`src/rtl/snake_pkg.sv`:
```
// Shared types and direction encoding for the snake controller and datapath.
package snake_pkg;

  typedef enum logic [1:0] {
    IDLE = 2'd0,
    PLAY = 2'd1,
    OVER = 2'd2
  } state_t;

  localparam logic [3:0] DIR_RIGHT = 4'b1000;
  localparam logic [3:0] DIR_LEFT  = 4'b0100;
  localparam logic [3:0] DIR_DOWN  = 4'b0010;
  localparam logic [3:0] DIR_UP    = 4'b0001;
  localparam logic [3:0] DIR_NONE  = 4'b0000;

  // True when a and b point in opposite directions along the same axis.
  function automatic logic is_reverse(input logic [3:0] a, input logic [3:0] b);
    return ((a == DIR_RIGHT) && (b == DIR_LEFT))  ||
           ((a == DIR_LEFT)  && (b == DIR_RIGHT)) ||
           ((a == DIR_UP)    && (b == DIR_DOWN))  ||
           ((a == DIR_DOWN)  && (b == DIR_UP));
  endfunction

endpackage

```
`src/rtl/rise_detect.sv`:
```
// One-cycle rising-edge pulse for an already synchronized level input.
module rise_detect (
  input  logic clk_i,
  input  logic reset_i,
  input  logic d_i,
  output logic rise_o
);

  logic d_q;

  // History is forced high during reset so a level held through reset is not seen as an edge.
  always_ff @(posedge clk_i) begin
    if (reset_i) d_q <= 1'b1;
    else         d_q <= d_i;
  end

  assign rise_o = d_i & ~d_q;

endmodule

```
`src/rtl/snake_game_ctrl.sv`:
```
// Game sequencer: IDLE/PLAY/OVER control, move tick generation, direction filter and score.
module snake_game_ctrl
  import snake_pkg::*;
#(
  parameter logic [23:0] TICK_START = 24'd12_500_000,
  parameter logic [23:0] TICK_STEP  = 24'd500_000,
  parameter logic [23:0] TICK_MIN   = 24'd3_000_000,
  parameter int          SCORE_W    = 10
) (
  input  logic               clk_i,
  input  logic               reset_i,
  input  logic               enter_i,
  input  logic [3:0]         btn_i,
  input  logic               snake_colline_i,
  input  logic               apple_colline_i,
  output logic               playing_o,
  output logic               game_over_o,
  output logic [3:0]         direction_o,
  output logic               move_tick_o,
  output logic [SCORE_W-1:0] score_o,
  output logic [23:0]        period_o
);

  state_t               state_q, state_d;
  logic                 enter_rise, apple_rise;
  logic [23:0]          cnt_q, period_q, period_dec;
  logic [SCORE_W-1:0]   score_q;
  logic [3:0]           dir_q, pending_q;
  logic                 start, tick, btn_legal, apple_hit;

  rise_detect u_enter_rise (
    .clk_i   (clk_i),
    .reset_i (reset_i),
    .d_i     (enter_i),
    .rise_o  (enter_rise)
  );

  rise_detect u_apple_rise (
    .clk_i   (clk_i),
    .reset_i (reset_i),
    .d_i     (apple_colline_i),
    .rise_o  (apple_rise)
  );

  always_ff @(posedge clk_i) begin
    if (reset_i) state_q <= IDLE;
    else         state_q <= state_d;
  end

  always_comb begin
    state_d = state_q;
    case (state_q)
      IDLE:    if (enter_rise)      state_d = PLAY;
      PLAY:    if (snake_colline_i) state_d = OVER;
      OVER:    if (enter_rise)      state_d = IDLE;
      default:                      state_d = IDLE;
    endcase
  end

  assign start     = (state_q == IDLE) && enter_rise;
  // >= rather than == so a period shrink past the running count fires on the next cycle.
  assign tick      = (state_q == PLAY) && (cnt_q >= (period_q - 24'd1));
  assign btn_legal = (state_q == PLAY) && $onehot(btn_i) && !is_reverse(btn_i, dir_q);
  assign apple_hit = (state_q == PLAY) && apple_rise && !snake_colline_i;

  // Compare in 25 bits before subtracting so the period can never underflow.
  assign period_dec = ({1'b0, period_q} >= ({1'b0, TICK_MIN} + {1'b0, TICK_STEP}))
                      ? (period_q - TICK_STEP) : TICK_MIN;

  always_ff @(posedge clk_i) begin
    if (reset_i || start) begin
      cnt_q     <= '0;
      period_q  <= TICK_START;
      score_q   <= '0;
      dir_q     <= DIR_NONE;
      pending_q <= DIR_NONE;
    end else if (state_q == PLAY && !snake_colline_i) begin
      cnt_q <= tick ? 24'd0 : (cnt_q + 24'd1);
      if (btn_legal) pending_q <= btn_i;
      if (tick)      dir_q     <= pending_q;
      if (apple_hit) begin
        score_q  <= (&score_q) ? score_q : (score_q + SCORE_W'(1));
        period_q <= period_dec;
      end
    end else begin
      cnt_q <= '0;
    end
  end

  assign playing_o   = (state_q == PLAY);
  assign game_over_o = (state_q == OVER);
  assign direction_o = dir_q;
  assign move_tick_o = tick;
  assign score_o     = score_q;
  assign period_o    = period_q;

endmodule

```
`config.mk`:
```
export PLATFORM = sky130hd
export DESIGN_NAME = snake_game_ctrl
export DESIGN_NICKNAME = d
export VERILOG_FILES = /design/src/rtl/snake_pkg.sv /design/src/rtl/rise_detect.sv /design/src/rtl/snake_game_ctrl.sv
export SDC_FILE = /design/constraint.sdc
export NUM_CORES = 1
export LEC_CHECK = 0
export BUFFER_PORTS_ARGS = -buffer_cell sky130_fd_sc_hd__buf_2
export CAP_MARGIN = 15
export CORE_UTILIZATION = 58
export CTS_CLUSTER_SIZE = 16
export DETAILED_ROUTE_END_ITERATION = 10
export PLACE_DENSITY = 0.85
export RECOVER_POWER = 100
export REMOVE_ABC_BUFFERS = 1
export SETUP_SLACK_MARGIN = 0.5
export SLEW_MARGIN = 15
export SYNTH_ARGS = -nofsm -noshare
export SYNTH_HDL_FRONTEND = slang
export SYNTH_HIERARCHICAL = 1
export SYNTH_SLANG_ARGS = --single-unit
```
`constraint.sdc`:
```
create_clock -name clk_i -period 3.6 [get_ports clk_i]
set_input_delay 0.72 -clock clk_i [delete_from_list [all_inputs] [get_ports clk_i]]
set_output_delay 0.72 -clock clk_i [all_outputs]
set_load 0.05 [all_outputs]
```
==> key figures <==
Power and ir drop
  • Leak pwr: 1.75 nW
  • Tot Pwr: 1.49 mW
  • Pwr/cell area: 323 nW/um^2
  • Max VDD drop: 247 uV

Yosys
  • Cell area after synthesis: roughly 3900 um^2
  • Top cell type's share of synthesized area: 33.4%
  • Register area share after synthesis: about a third
  • Leading area contributor after synthesis: dfxtp_1
  • Most frequent cell after synthesis: nor2_1
  • #FFs+latches synth: 65
  • Post-synth EDFFs: 0
  • Ys flop type: dfxtp_1
  • Yosys cell types: 66
  • Synth area leaders: dfxtp_1 (33%), ha_1 (9.3%), xor2_1 (7.2%)
  • Post-synth ARST share: 0%
  • Ys Warns: 6
  • Synth top cells by count: nor2_1 (69), dfxtp_1 (65), nand2_1 (50)
  • Post-synthesis average cell area: 8.49 um^2
  • Cells after Synth: 459

Setup path
  • WS Path Type: reg -> out
  • R2R cell count: 15
  • Crit path max fanout: 3
  • Reg2reg start: period_o[7]
  • Worst Setup EP: move_tick_o
  • Crit path DAT: about 3.1 ns
  • R2R setup slack: 0.40 ns
  • Reg-to-Reg End: cnt_q[5]
  • Worst Path Required: 2.88 ns
  • Critical path startpoint: period_o[7]
  • Startpoint Class: flip-flop
  • Worst Setup End Kind: output port

Job
  • Max-cap check violation count: 0

Floorplanning
  • Initial Util: 60.6%
  • Die area: 7050 um^2
  • Die Wd: 84.0 um
  • Core area: 6420 um^2
  • Num rows: 29
  • DIE HEIGHT: roughly 84 um
  • I/O Pins: 50

Run status
  • Violated checks: negative setup slack
  • Status: finished, violations left

Drt
  • Via density: 5.83
  • Drt first pass iters: 5
  • Initial DRC count: about 140
  • Residual DRC: 0
  • Total number of vias: 3562
  • Final wirelength: 9280 um
  • Wirelength per Cell: 15.2 um
  • Post-DRT Antenna Nets: 0

STA
  • PnR worst setup slack: -0.221 ns
  • Worst-Margin Slew: between 0.5 and 0.6 ns
  • Setup Viol. Count Final: 1
  • Fmax: 262 MHz
  • Final Skew: between 0.006 and 0.007 ns
  • Relative slew slack: 60.2%
  • RSZ-0062 raised after global routing: yes
  • Worst hold slack: 0.461 ns
  • Fin. Hold Viols: 0
  • Max Slew Vio Count: 0
  • Final Critical Period: 3.82 ns
  • Final Cycle Share: 106%

Global route
  • Gr usage total: a little over a quarter
  • GRT overflow: 0
  • First-pass GRT wire length: approximately 15000 um
  • Pin count of the biggest net entering global routing: 25
  • Vias in the first global route: 3484
  • Antenna violations before repair: 0

Finish
  • Area delta synth->final: 18.7%
  • Fillers: 432
  • Reg area: between 1000 and 1500 um^2
  • Finished Layout Cells: 611
  • Nets: between 500 and 600
  • Ant diodes: 0
  • Finished Core Util: a little under three quarters
  • Layout cells sized above 1: 19.7%
  • Multi-input combinational cell area: between 2000 and 2500 um^2

Clocking
  • Clock transition at path regs: ~0.080 ns
  • Worst skew pair latency: around 0.35 ns
  • Num CTS Buffers: 9
  • CTS tree: yes
  • CTS max path bufs: 2
  • H-tree depth: 3
  • Cts hold-fix bufs: 0
  • Root Driver: clkbuf_8
  • CTS sink cnt: 65

Min path
  • Hold WC Path Type: reg -> reg

Placement
  • DP Wirelength: 6650 um
  • Placer Congestion: 0.873
  • I/O Buffers: 44
  • Post-Place Cells: 589
[critical path, stage by stage (launching register included)]
cell and delay [ns]:
dfxtp_2 0.34, nor4_4 0.30, nand3b_1 0.16, buf_4 0.19, nor2_2 0.13, nand2_1 0.08
xor2_1 0.16, ha_1 0.30, a21oi_1 0.19, o21a_1 0.19, o221ai_1 0.19, a221oi_4 0.29
a21boi_2 0.09, buf_6 0.15
[worst min-delay path by stage]
| stage | slack (ns) | cells past startpoint | endpoint | from |
|---|---|---|---|---|
| after floorplan | 0.44 | 2 | direction_o[0] | pending_q[0] |
| after CTS | 0.46 | 2 | direction_o[1] | pending_q[1] |
| after detailed placement | 0.45 | 2 | direction_o[1] | pending_q[1] |
| after global placement | 0.45 | 2 | direction_o[0] | pending_q[0] |
| final | 0.46 | 2 | direction_o[1] | pending_q[1] |
| after global routing | 0.49 | 2 | direction_o[1] | pending_q[1] |
[routing by layer]
| layer | GRT usage [%] | routed length, um | part of all wire [%] |
|---|---|---|---|
| met1 | 29.1 | 3740 | 40 |
| met4 | 14.4 | 314 | 3.4 |
| met2 | 48.2 | 4650 | 50 |
| met3 | 6.13 | 569 | 6.1 |
| met5 | 0 | 0 | 0 |
[timing repair]
item / in CTS / in global routing
pin swaps: 6 / 10
buffers inserted: 5 / 1
resized for setup: 6 / 8
setup endpoints to repair: 29 / 29
[kinds of logic after synthesis]
family / after synthesis / synth area share (%)
simple gates: 195 / 25.3
compound gates: 65 / 11.4
flops: 65 / 33.4
xor+xnor: 60 / 13.5
buf+inv: 34 / 4.18
fa+ha+maj: 30 / 9.83
mux: 9 / 2.31
other cells: 1 / 0.0963
[placed cells by master (no fill, tap or decap), types with 9 or more instances in the layout]
cell type  instances
a21oi_1           20
clkbuf_8           9
nand3_1           13
xnor2_1           28
o21ai_0            9
nand2_1           50
buf_4             32
ha_1              29
dfxtp_1           63
nor2_1            67
nand4_1           10
xor2_1            32
mux2i_1            9
buf_2             29
clkbuf_1          15
inv_1             11
[cell type report]
class	instances	area share, %
Multi-Input combinational cell	364	53.8
Sequential cell	65	28.2
Timing Repair Buffer	78	10.1
Clock buffer	9	2.68
Clock inverter	7	2.19
Tap cell	77	2.08
Inverter	11	0.893
[metrics by stage]
step / instance area (um^2) / setup slack, ns / setup TNS [ns]
floorplan: 3790 / -0.969 / -0.969
global placement: 4320 / 0.112 / 0
detailed placement: 4320 / 0.0248 / 0
CTS: 4600 / -0.207 / -0.207
global route: 4620 / -0.432 / -0.432
finish: 4620 / -0.221 / -0.221
[state kept, by name (all words and copies together), names as in the netlist]
name	flops
cnt_q	24
period_o	19
score_o	10
direction_o	4
pending_q	4
state_q	2
u_apple_rise/d_q	1
u_enter_rise/d_q	1
[where the power goes]
| group | switching [mW] | total, mW | internal [mW] |
|---|---|---|---|
| clock | 0.307 | 0.705 | 0.398 |
| combinational | 0.0477 | 0.0667 | 0.0190 |
| sequential | 0.00203 | 0.723 | 0.721 |
Power figures use the tool's default switching activity.
